$ cat config.mk
export PLATFORM = sky130hd
export DESIGN_NAME = keypad_entry
export DESIGN_NICKNAME = d
export VERILOG_FILES = /design/src/rtl/microwave_pkg.sv /design/src/rtl/keypad_debounce.sv /design/src/rtl/keypad_entry.sv
export SDC_FILE = /design/constraint.sdc
export NUM_CORES = 1
export LEC_CHECK = 0
export CORE_MARGIN = 2
export CORE_UTILIZATION = 47
export CTS_CLUSTER_DIAMETER = 120
export DETAILED_ROUTE_END_ITERATION = 16
export MAX_ROUTING_LAYER = met4
export PLACE_DENSITY = 0.77
export RECOVER_POWER = 25
export SLEW_MARGIN = 40
export SYNTH_ARGS = -nofsm -noshare
export SYNTH_HDL_FRONTEND = slang
export SYNTH_HIERARCHICAL = 1
export SYNTH_SLANG_ARGS = --single-unit
$ cat constraint.sdc
create_clock -name clk -period 4.1 [get_ports clk]
set_input_delay 0.41 -clock clk [delete_from_list [all_inputs] [get_ports clk]]
set_output_delay 0.41 -clock clk [all_outputs]
set_load 0.1 [all_outputs]
$ cat src/rtl/microwave_pkg.sv
// Shared definitions for the microwave keypad front end and controller:
// keypad FSM states, BCD widths and the one-hot key to BCD encoder.
package microwave_pkg;

  localparam int unsigned BCD_W = 4;
  localparam int unsigned KEY_W = 10;
  localparam logic [BCD_W-1:0] SEC_TENS_MAX = BCD_W'(5);

  typedef enum logic [1:0] {
    KP_IDLE     = 2'd0,
    KP_DEBOUNCE = 2'd1,
    KP_HELD     = 2'd2
  } kp_state_e;

  function automatic logic is_single_key(input logic [KEY_W-1:0] keys);
    return ($countones(keys) == 1);
  endfunction

  // Index of the set bit; only meaningful for single-hot codes.
  function automatic logic [BCD_W-1:0] onehot_to_bcd(input logic [KEY_W-1:0] keys);
    logic [BCD_W-1:0] idx;
    idx = '0;
    for (int unsigned i = 0; i < KEY_W; i++) begin
      if (keys[i]) idx = BCD_W'(i);
    end
    return idx;
  endfunction

endpackage

$ cat src/rtl/keypad_debounce.sv
// Keypad sampler and press/release debouncer producing a one-cycle accept strobe.
// Define KEYPAD_ENTRY_DEBOUNCE_EN to compile in the stability counters.
module keypad_debounce
  import microwave_pkg::*;
#(
  parameter int unsigned DEBOUNCE_CYCLES = 4
) (
  input  logic             clk,
  input  logic             clearn,
  input  logic [KEY_W-1:0] keypad,
  output logic             accept,
  output logic [BCD_W-1:0] code
);

  if ((DEBOUNCE_CYCLES < 1) || (DEBOUNCE_CYCLES > 255)) begin : g_bad_cfg
    $error("keypad_debounce: DEBOUNCE_CYCLES must be within 1..255");
  end

  logic [KEY_W-1:0] kp_q;
  logic             kp_valid;
  kp_state_e        state_q, state_d;
  logic             accept_d;

  assign kp_valid = is_single_key(kp_q);

`ifdef KEYPAD_ENTRY_DEBOUNCE_EN
  localparam logic [7:0] DB_LIMIT = 8'(DEBOUNCE_CYCLES);

  logic [KEY_W-1:0] code_q, code_d;
  logic [7:0]       cnt_q, cnt_d;
  logic [7:0]       cnt_inc;

  assign cnt_inc = cnt_q + 8'd1;

  // One counter serves both phases: press stability in DEBOUNCE, release
  // stability in HELD. A limit of 1 accepts straight out of IDLE.
  always_comb begin
    state_d  = state_q;
    code_d   = code_q;
    cnt_d    = cnt_q;
    accept_d = 1'b0;
    case (state_q)
      KP_IDLE: begin
        if (kp_valid) begin
          code_d = kp_q;
          if (DB_LIMIT == 8'd1) begin
            accept_d = 1'b1;
            state_d  = KP_HELD;
            cnt_d    = '0;
          end else begin
            state_d = KP_DEBOUNCE;
            cnt_d   = 8'd1;
          end
        end
      end
      KP_DEBOUNCE: begin
        if (kp_q == code_q) begin
          if (cnt_inc == DB_LIMIT) begin
            accept_d = 1'b1;
            state_d  = KP_HELD;
            cnt_d    = '0;
          end else begin
            cnt_d = cnt_inc;
          end
        end else begin
          state_d = KP_IDLE;
          cnt_d   = '0;
        end
      end
      KP_HELD: begin
        if (kp_q == '0) begin
          if (cnt_inc == DB_LIMIT) begin
            state_d = KP_IDLE;
            cnt_d   = '0;
          end else begin
            cnt_d = cnt_inc;
          end
        end else begin
          cnt_d = '0;
        end
      end
      default: begin
        state_d = KP_IDLE;
        cnt_d   = '0;
      end
    endcase
  end

  always_ff @(posedge clk) begin
    kp_q <= keypad;
    if (!clearn) begin
      state_q <= KP_IDLE;
      code_q  <= '0;
      cnt_q   <= '0;
    end else begin
      state_q <= state_d;
      code_q  <= code_d;
      cnt_q   <= cnt_d;
    end
  end
`else
  always_comb begin
    state_d  = state_q;
    accept_d = 1'b0;
    case (state_q)
      KP_IDLE: begin
        if (kp_valid) begin
          accept_d = 1'b1;
          state_d  = KP_HELD;
        end
      end
      KP_HELD: begin
        if (kp_q == '0) state_d = KP_IDLE;
      end
      default: state_d = KP_IDLE;
    endcase
  end

  always_ff @(posedge clk) begin
    kp_q <= keypad;
    if (!clearn) begin
      state_q <= KP_IDLE;
    end else begin
      state_q <= state_d;
    end
  end
`endif

  // On every accepting edge kp_q holds the accepted code itself.
  assign accept = accept_d;
  assign code   = onehot_to_bcd(kp_q);

endmodule

$ cat src/rtl/keypad_entry.sv
// Keypad front end: debounced digit entry shifted into a min/sec-tens/sec-units
// BCD time buffer. Debounce counters are present only with KEYPAD_ENTRY_DEBOUNCE_EN.
module keypad_entry
  import microwave_pkg::*;
#(
  parameter int unsigned DEBOUNCE_CYCLES = 4
) (
  input  logic       clk,
  input  logic       clearn,
  input  logic [9:0] keypad,
  input  logic       load_en,
  input  logic       clear_buf,
  output logic       digit_valid,
  output logic [3:0] digit,
  output logic [3:0] min_bcd,
  output logic [3:0] sec_tens_bcd,
  output logic [3:0] sec_units_bcd,
  output logic       time_nonzero
);

  logic             accept;
  logic [BCD_W-1:0] code;

  logic             digit_valid_q, digit_valid_d;
  logic [BCD_W-1:0] digit_q, digit_d;
  logic [BCD_W-1:0] min_q, min_d;
  logic [BCD_W-1:0] tens_q, tens_d;
  logic [BCD_W-1:0] units_q, units_d;

  keypad_debounce #(
    .DEBOUNCE_CYCLES(DEBOUNCE_CYCLES)
  ) u_debounce (
    .clk    (clk),
    .clearn (clearn),
    .keypad (keypad),
    .accept (accept),
    .code   (code)
  );

  always_comb begin
    digit_valid_d = accept;
    digit_d       = accept ? code : digit_q;
    min_d         = min_q;
    tens_d        = tens_q;
    units_d       = units_q;
    if (clear_buf) begin
      min_d   = '0;
      tens_d  = '0;
      units_d = '0;
    end else if (accept && load_en) begin
      // Units digit moving into seconds-tens is clamped to keep seconds < 60.
      min_d   = tens_q;
      tens_d  = (units_q > SEC_TENS_MAX) ? SEC_TENS_MAX : units_q;
      units_d = code;
    end
  end

  always_ff @(posedge clk) begin
    if (!clearn) begin
      digit_valid_q <= 1'b0;
      digit_q       <= '0;
      min_q         <= '0;
      tens_q        <= '0;
      units_q       <= '0;
    end else begin
      digit_valid_q <= digit_valid_d;
      digit_q       <= digit_d;
      min_q         <= min_d;
      tens_q        <= tens_d;
      units_q       <= units_d;
    end
  end

  assign digit_valid   = digit_valid_q;
  assign digit         = digit_q;
  assign min_bcd       = min_q;
  assign sec_tens_bcd  = tens_q;
  assign sec_units_bcd = units_q;
  assign time_nonzero  = (min_q != '0) || (tens_q != '0) || (units_q != '0);

endmodule

* Yosys cells after proc, flatten, opt, wreduce, memory -nomap -nowiden
Index checks and enable logic that the tools add are counted.
Operators by class: mux-type cells 15, bitwise gates (word level) 1, reductions and logical operators 10, magnitude comparators 1, equal/unequal tests 4, add/subtract/negate cells 9
Operators by type and width (count):
- $add 32x32->32 | 4
- $eq 32x2->1 const B | 1
- $mux 3 | 4
- $mux 4 | 3
- $reduce_bool 4->1 | 3
- $add 1x1->2 | 5
- $logic_not 10->1 | 1
- $mux 2 | 4
- $gt 4x3->1 const B | 1
- $ne 2x1->1 const B | 2
- $pmux 2 s2 | 1
- $mux 1 | 3
- $eq 2x2->1 const B | 1
- $logic_not 2->1 | 1
- $logic_or 1x1->1 | 2
- $reduce_and 2->1 | 1
- $reduce_or 2->1 | 1
- $logic_and 1x1->1 | 1
- $not 1->1 | 1
Word-level totals: register bits after elaboration 29

* Longest topological paths before layout
word-level depth 9, gate-level depth with buffers 16, depth with buffers taken out 14

* By module
Netlist, hierarchy kept.
By module, submodules not included:
- keypad_entry | instances 1, cells each 72, area each 703.2 um^2, sequential area each 340.3 um^2
- keypad_debounce | instances 1, cells each 52, area each 544.3 um^2, sequential area each 220.2 um^2

* Worst setup path after synthesis
Ideal clock, no wire load.
kind reg2reg, from reg u_debounce.kp_q[0], to reg tens_q[0] (netlist: sec_tens_bcd[0]), setup time 125 ps, arrival time 3626 ps, slack 349 ps, required time 3975 ps, stages on the path, launching flop included 16, cell sequence dfxtp_1 -> fa_1 -> fa_1 -> inv_1 -> fa_1 -> inv_1 -> ha_1 -> inv_1 -> fa_1 -> a2111oi_2 -> a21oi_1 -> nor3_2 -> buf_6 -> nand2_2 -> a2111oi_4 -> nor3_2
Between the ends: longest elaborated chain between the ends 8
RTL lines:
- start: declaration | RTL line keypad_debounce.sv:19 | logic [KEY_W-1:0] kp_q;
- start signal: assignment | RTL line keypad_debounce.sv:120 | kp_q <= keypad;
- $add 1x1->2 (not written as such) | RTL line microwave_pkg.sv:16 | return ($countones(keys) == 1);
- $add 32x32->32 (not written as such) (3 in series) | RTL line microwave_pkg.sv:16
- $eq 32x2->1 | RTL line microwave_pkg.sv:16
- $mux 1 | RTL line keypad_debounce.sv:107 | if (kp_valid) begin
- $mux 1 | RTL line keypad_debounce.sv:105 | case (state_q)
- via accept | RTL line keypad_entry.sv:21 | logic accept;
- $logic_and 1x1->1 | RTL line keypad_entry.sv:50 | end else if (accept && load_en) begin
- end signal: assignment | RTL line keypad_entry.sv:69 | tens_q <= tens_d;
- end: declaration | RTL line keypad_entry.sv:27 | logic [BCD_W-1:0] tens_q, tens_d;
The timed path passes the listed nets, and every way through them passes these cells. A chain may end at the register's enable or synchronous reset.

* Worst setup path after layout
from reg u_debounce.kp_q[0], to reg digit_q[1] (netlist: digit[1])
Between the ends: longest elaborated chain between the ends 7
RTL lines:
- $add 1x1->2 (not written as such) | RTL line microwave_pkg.sv:16
- $add 32x32->32 (not written as such) (3 in series) | RTL line microwave_pkg.sv:16
- $eq 32x2->1 | RTL line microwave_pkg.sv:16
- $mux 1 | RTL line keypad_debounce.sv:107
- $mux 1 | RTL line keypad_debounce.sv:105
- via accept | RTL line keypad_entry.sv:21
- end signal: assignment | RTL line keypad_entry.sv:67 | digit_q <= digit_d;
- end: declaration | RTL line keypad_entry.sv:25 | logic [BCD_W-1:0] digit_q, digit_d;
The timed path passes the listed nets, and every way through them passes these cells.

==> metrics.md <==
| Metric | Value |
|---|---|
| Number of synthesized flops with an enable pin | `0` |
| Vias in the first global route | `914` |
| Synth cell count leaders | `28 x dfxtp_1, 19 x nand2_1, 15 x inv_1, 10 x nor2_1, 8 x a21oi_2` |
| Top-area cell type share of the netlist area | `0.449` |
| CTS Sinks | `28` |
| Final Util | `0.613` |
| Die height | `55.5 um` |
| Kind of critical path | `reg -> reg` |
| First-iteration detailed-routing DRC count | `11` |
| Global-route wire length before repair | `3980 um` |
| Via count | `939` |
| Final WL | `~2300 um` |
| Die area | `0.00308 mm^2` |
| Count leader, synth | `dfxtp_1` |
| CTS root buf | `clkbuf_4` |
| H-tree lvl count | `1` |
| Cells after Synth | `between 100 and 150` |
| Die width | `55.5 um` |
| Final Slew Violations | `0` |
| Num rows | `18` |
| IO buf count | `31` |
| DR pass1 iterations | `4` |
| Cell Area, Synth | `around 0.0012 mm^2` |
| Fin crit period | `3.85 ns` |
| Clk Latency, worst-skew pair | `0.32 ns` |
| Leakage power | `roughly 0.64 nW` |
| Slew at the pin closest to its max-slew limit | `1.16 ns` |
| Int Power | `0.437 mW` |
| RSZ-0062 raised after global routing | `no` |
| Flop pwr share | `0.426` |
| Crit. End Element | `flop` |
| Fin crit share | `0.938` |
| Antenna diodes | `0` |
| RePlAce Congestion | `0.829` |
| P&R area growth vs syn | `22.9%` |
| Clk buf depth | `2` |
| Peak Freq | `260 MHz` |
| Final setup viols | `0` |
| Pin count of the biggest net entering global routing | `16` |
| Clock transition at path regs | `about 0.14 ns` |
| Critical Path Fanout Max | `6` |
| CP Launch Type | `flop` |
| Outcome | `finished clean` |
| Core region area | `~0.0025 mm^2` |
| WL per Instance | `~12 um` |
| Total track usage | `0.164` |
| PwrDens | `472 mW/mm^2` |
| CTS tree | `yes` |
| Hold buffers post-CTS | `0` |
| Syn Area/Cell | `10.1 um^2` |
| Peak VDD IR | `~380 uV` |
| Layout cells sized above 1 | `0.272` |
| I/O pin total | `32` |
| Yosys reg bits | `28` |
| Drt via density | `4.99` |
| Worst hold path type | `reg -> reg` |
| Sw frac | `0.396` |
| CTS buffer count | `3` |
| GRT overflow | `0` |
| Combinational cell fraction of total power | `0.397` |
| Top cells by area, synth | `dfxtp_1 45%, fa_1 9.6%, nand2_1 5.7%` |
| Synth cell types | `30` |
| Multi-input logic area | `596 um^2` |
| Yosys warnings | `6` |
| Setup Skew | `0.00567 ns` |
| CP arrival | `between 4 and 5 ns` |
| Post-synth ARST share | `0` |
| Net Switching | `0.287 mW` |
| Nets@finish | `182` |
| Setup TNS | `0 ns` |
| Final HPWL from detailed placement | `1820 um` |
| Starting Density | `0.499` |
| Worst EP required | `4.33 ns` |
| Largest area contributor in the netlist | `dfxtp_1` |
| Sequential fraction of the synthesis area | `0.449` |
| # DRC | `0` |
| Relative slew margins | `0.230` |
| Max-cap viol count | `0` |
| Clock power frac | `0.177` |
| Main synth FF type | `dfxtp_1` |
| Synth Net Count | `around 150` |
| Layout fillers | `~220` |
| Initial antenna violation count | `0` |
| Routed Antenna Nets | `0` |
| Reg area | `566 um^2` |
| Fin. Hold Viols | `0` |
-- cells in the final DEF (no fill, tap or decap), types with 2 or more instances in the layout --
cell / instances
dfxtp_1: 24
nand2_1: 19
buf_2: 17
inv_1: 15
nor2_1: 10
dlygate4sd3_1: 10
a21oi_2: 8
fa_1: 6
mux2i_1: 4
nor2b_1: 4
dfxtp_2: 4
nor4_1: 3
clkbuf_4: 3
clkdlybuf4s50_1: 3
buf_4: 3
ha_1: 3
a21oi_1: 2
nor3_2: 2
nor3_1: 2
-- registers in the layout, summed over array words and instances, names as in the netlist --
signal              flops
digit_valid             1
u_debounce/state_q      1
min_bcd                 4
digit                   4
u_debounce/kp_q        10
sec_units_bcd           4
sec_tens_bcd            4
-- cell type report --
type / count / share of cell area
inverters: 15 / 0.0367
flip-flops and latches: 28 / 0.369
repair buffers: 34 / 0.158
clock buffers: 4 / 0.0237
multi-input cells: 77 / 0.389
well taps: 30 / 0.0245
-- worst max-delay path, cell delays in order, from the launching register on --
cell and delay [ns]:
dfxtp_2 0.36, fa_1 0.50, fa_1 0.51, inv_1 0.05
fa_1 0.43, inv_1 0.06, ha_1 0.18, inv_1 0.06
fa_1 0.40, a2111oi_2 0.35, a21oi_1 0.09, nor3_2 0.21
buf_4 0.15, buf_4 0.14, mux2i_1 0.21, nor2b_1 0.06
-- power by group through the flow --
stage               combinational [mW]  sequential [mW]  clock [mW]
floorplan                        0.157            0.396           0
global placement                 0.291            0.313           0
detailed placement               0.286            0.314           0
CTS                              0.286            0.308       0.136
global route                     0.312            0.311       0.151
finish                           0.288            0.308       0.128
-- worst paths after layout --
path | start | end | slack [ns] | cells after the start
setup / recovery | u_debounce/kp_q[0]$_DFF_P_ | digit[1]$_SDFFE_PN0P_ | 0.25 | 15
hold / removal | sec_tens_bcd[3]$_SDFFE_PP0P_ | sec_tens_bcd[3]$_SDFFE_PP0P_ | 0.48 | 2
setup reg to reg | u_debounce/kp_q[0]$_DFF_P_ | digit[1]$_SDFFE_PN0P_ | 0.25 | 15
hold reg to reg | sec_tens_bcd[3]$_SDFFE_PP0P_ | sec_tens_bcd[3]$_SDFFE_PP0P_ | 0.48 | 2
-- repair_timing --
action                                  CTS  global route
endpoints found under the hold margin     0             0
setup buffers                             0             1
resized for setup                         0             4
endpoints found under the setup margin    0             2
-- cells by family after synthesis --
group / Yosys count / share of synthesized area
fa+ha+maj: 9 / 0.126
simple gates: 46 / 0.178
mux: 4 / 0.0321
flops: 28 / 0.449
compound gates: 18 / 0.141
buf+inv: 19 / 0.0732
-- per-stage QoR --
| stage | worst slack [ns] | cells | instance area [um^2] | power [mW] | hold WS, ns |
|---|---|---|---|---|---|
| after CTS | 0.176 | 187 | 1520 | 0.731 | 0.476 |
| after floorplan | 0.349 | 124 | 1250 | 0.553 | 0.438 |
| after detailed placement | 0.187 | 183 | 1490 | 0.600 | 0.455 |
| after global placement | 0.371 | 183 | 1580 | 0.605 | 0.453 |
| final | 0.255 | 188 | 1530 | 0.724 | 0.475 |
| after global routing | 0.0221 | 188 | 1530 | 0.774 | 0.489 |
-- metal layers --
metal / vias to the layer above / wire, um / GRT usage
met5: - / 0 / -
met4: 0 / 10 / 0.0488
met3: 2 / 107 / 0.0304
met2: 26 / 1160 / 0.260
met1: 439 / 1050 / 0.214
li1: 472 / - / -
Note: power is estimated with default switching activity, not from simulation.
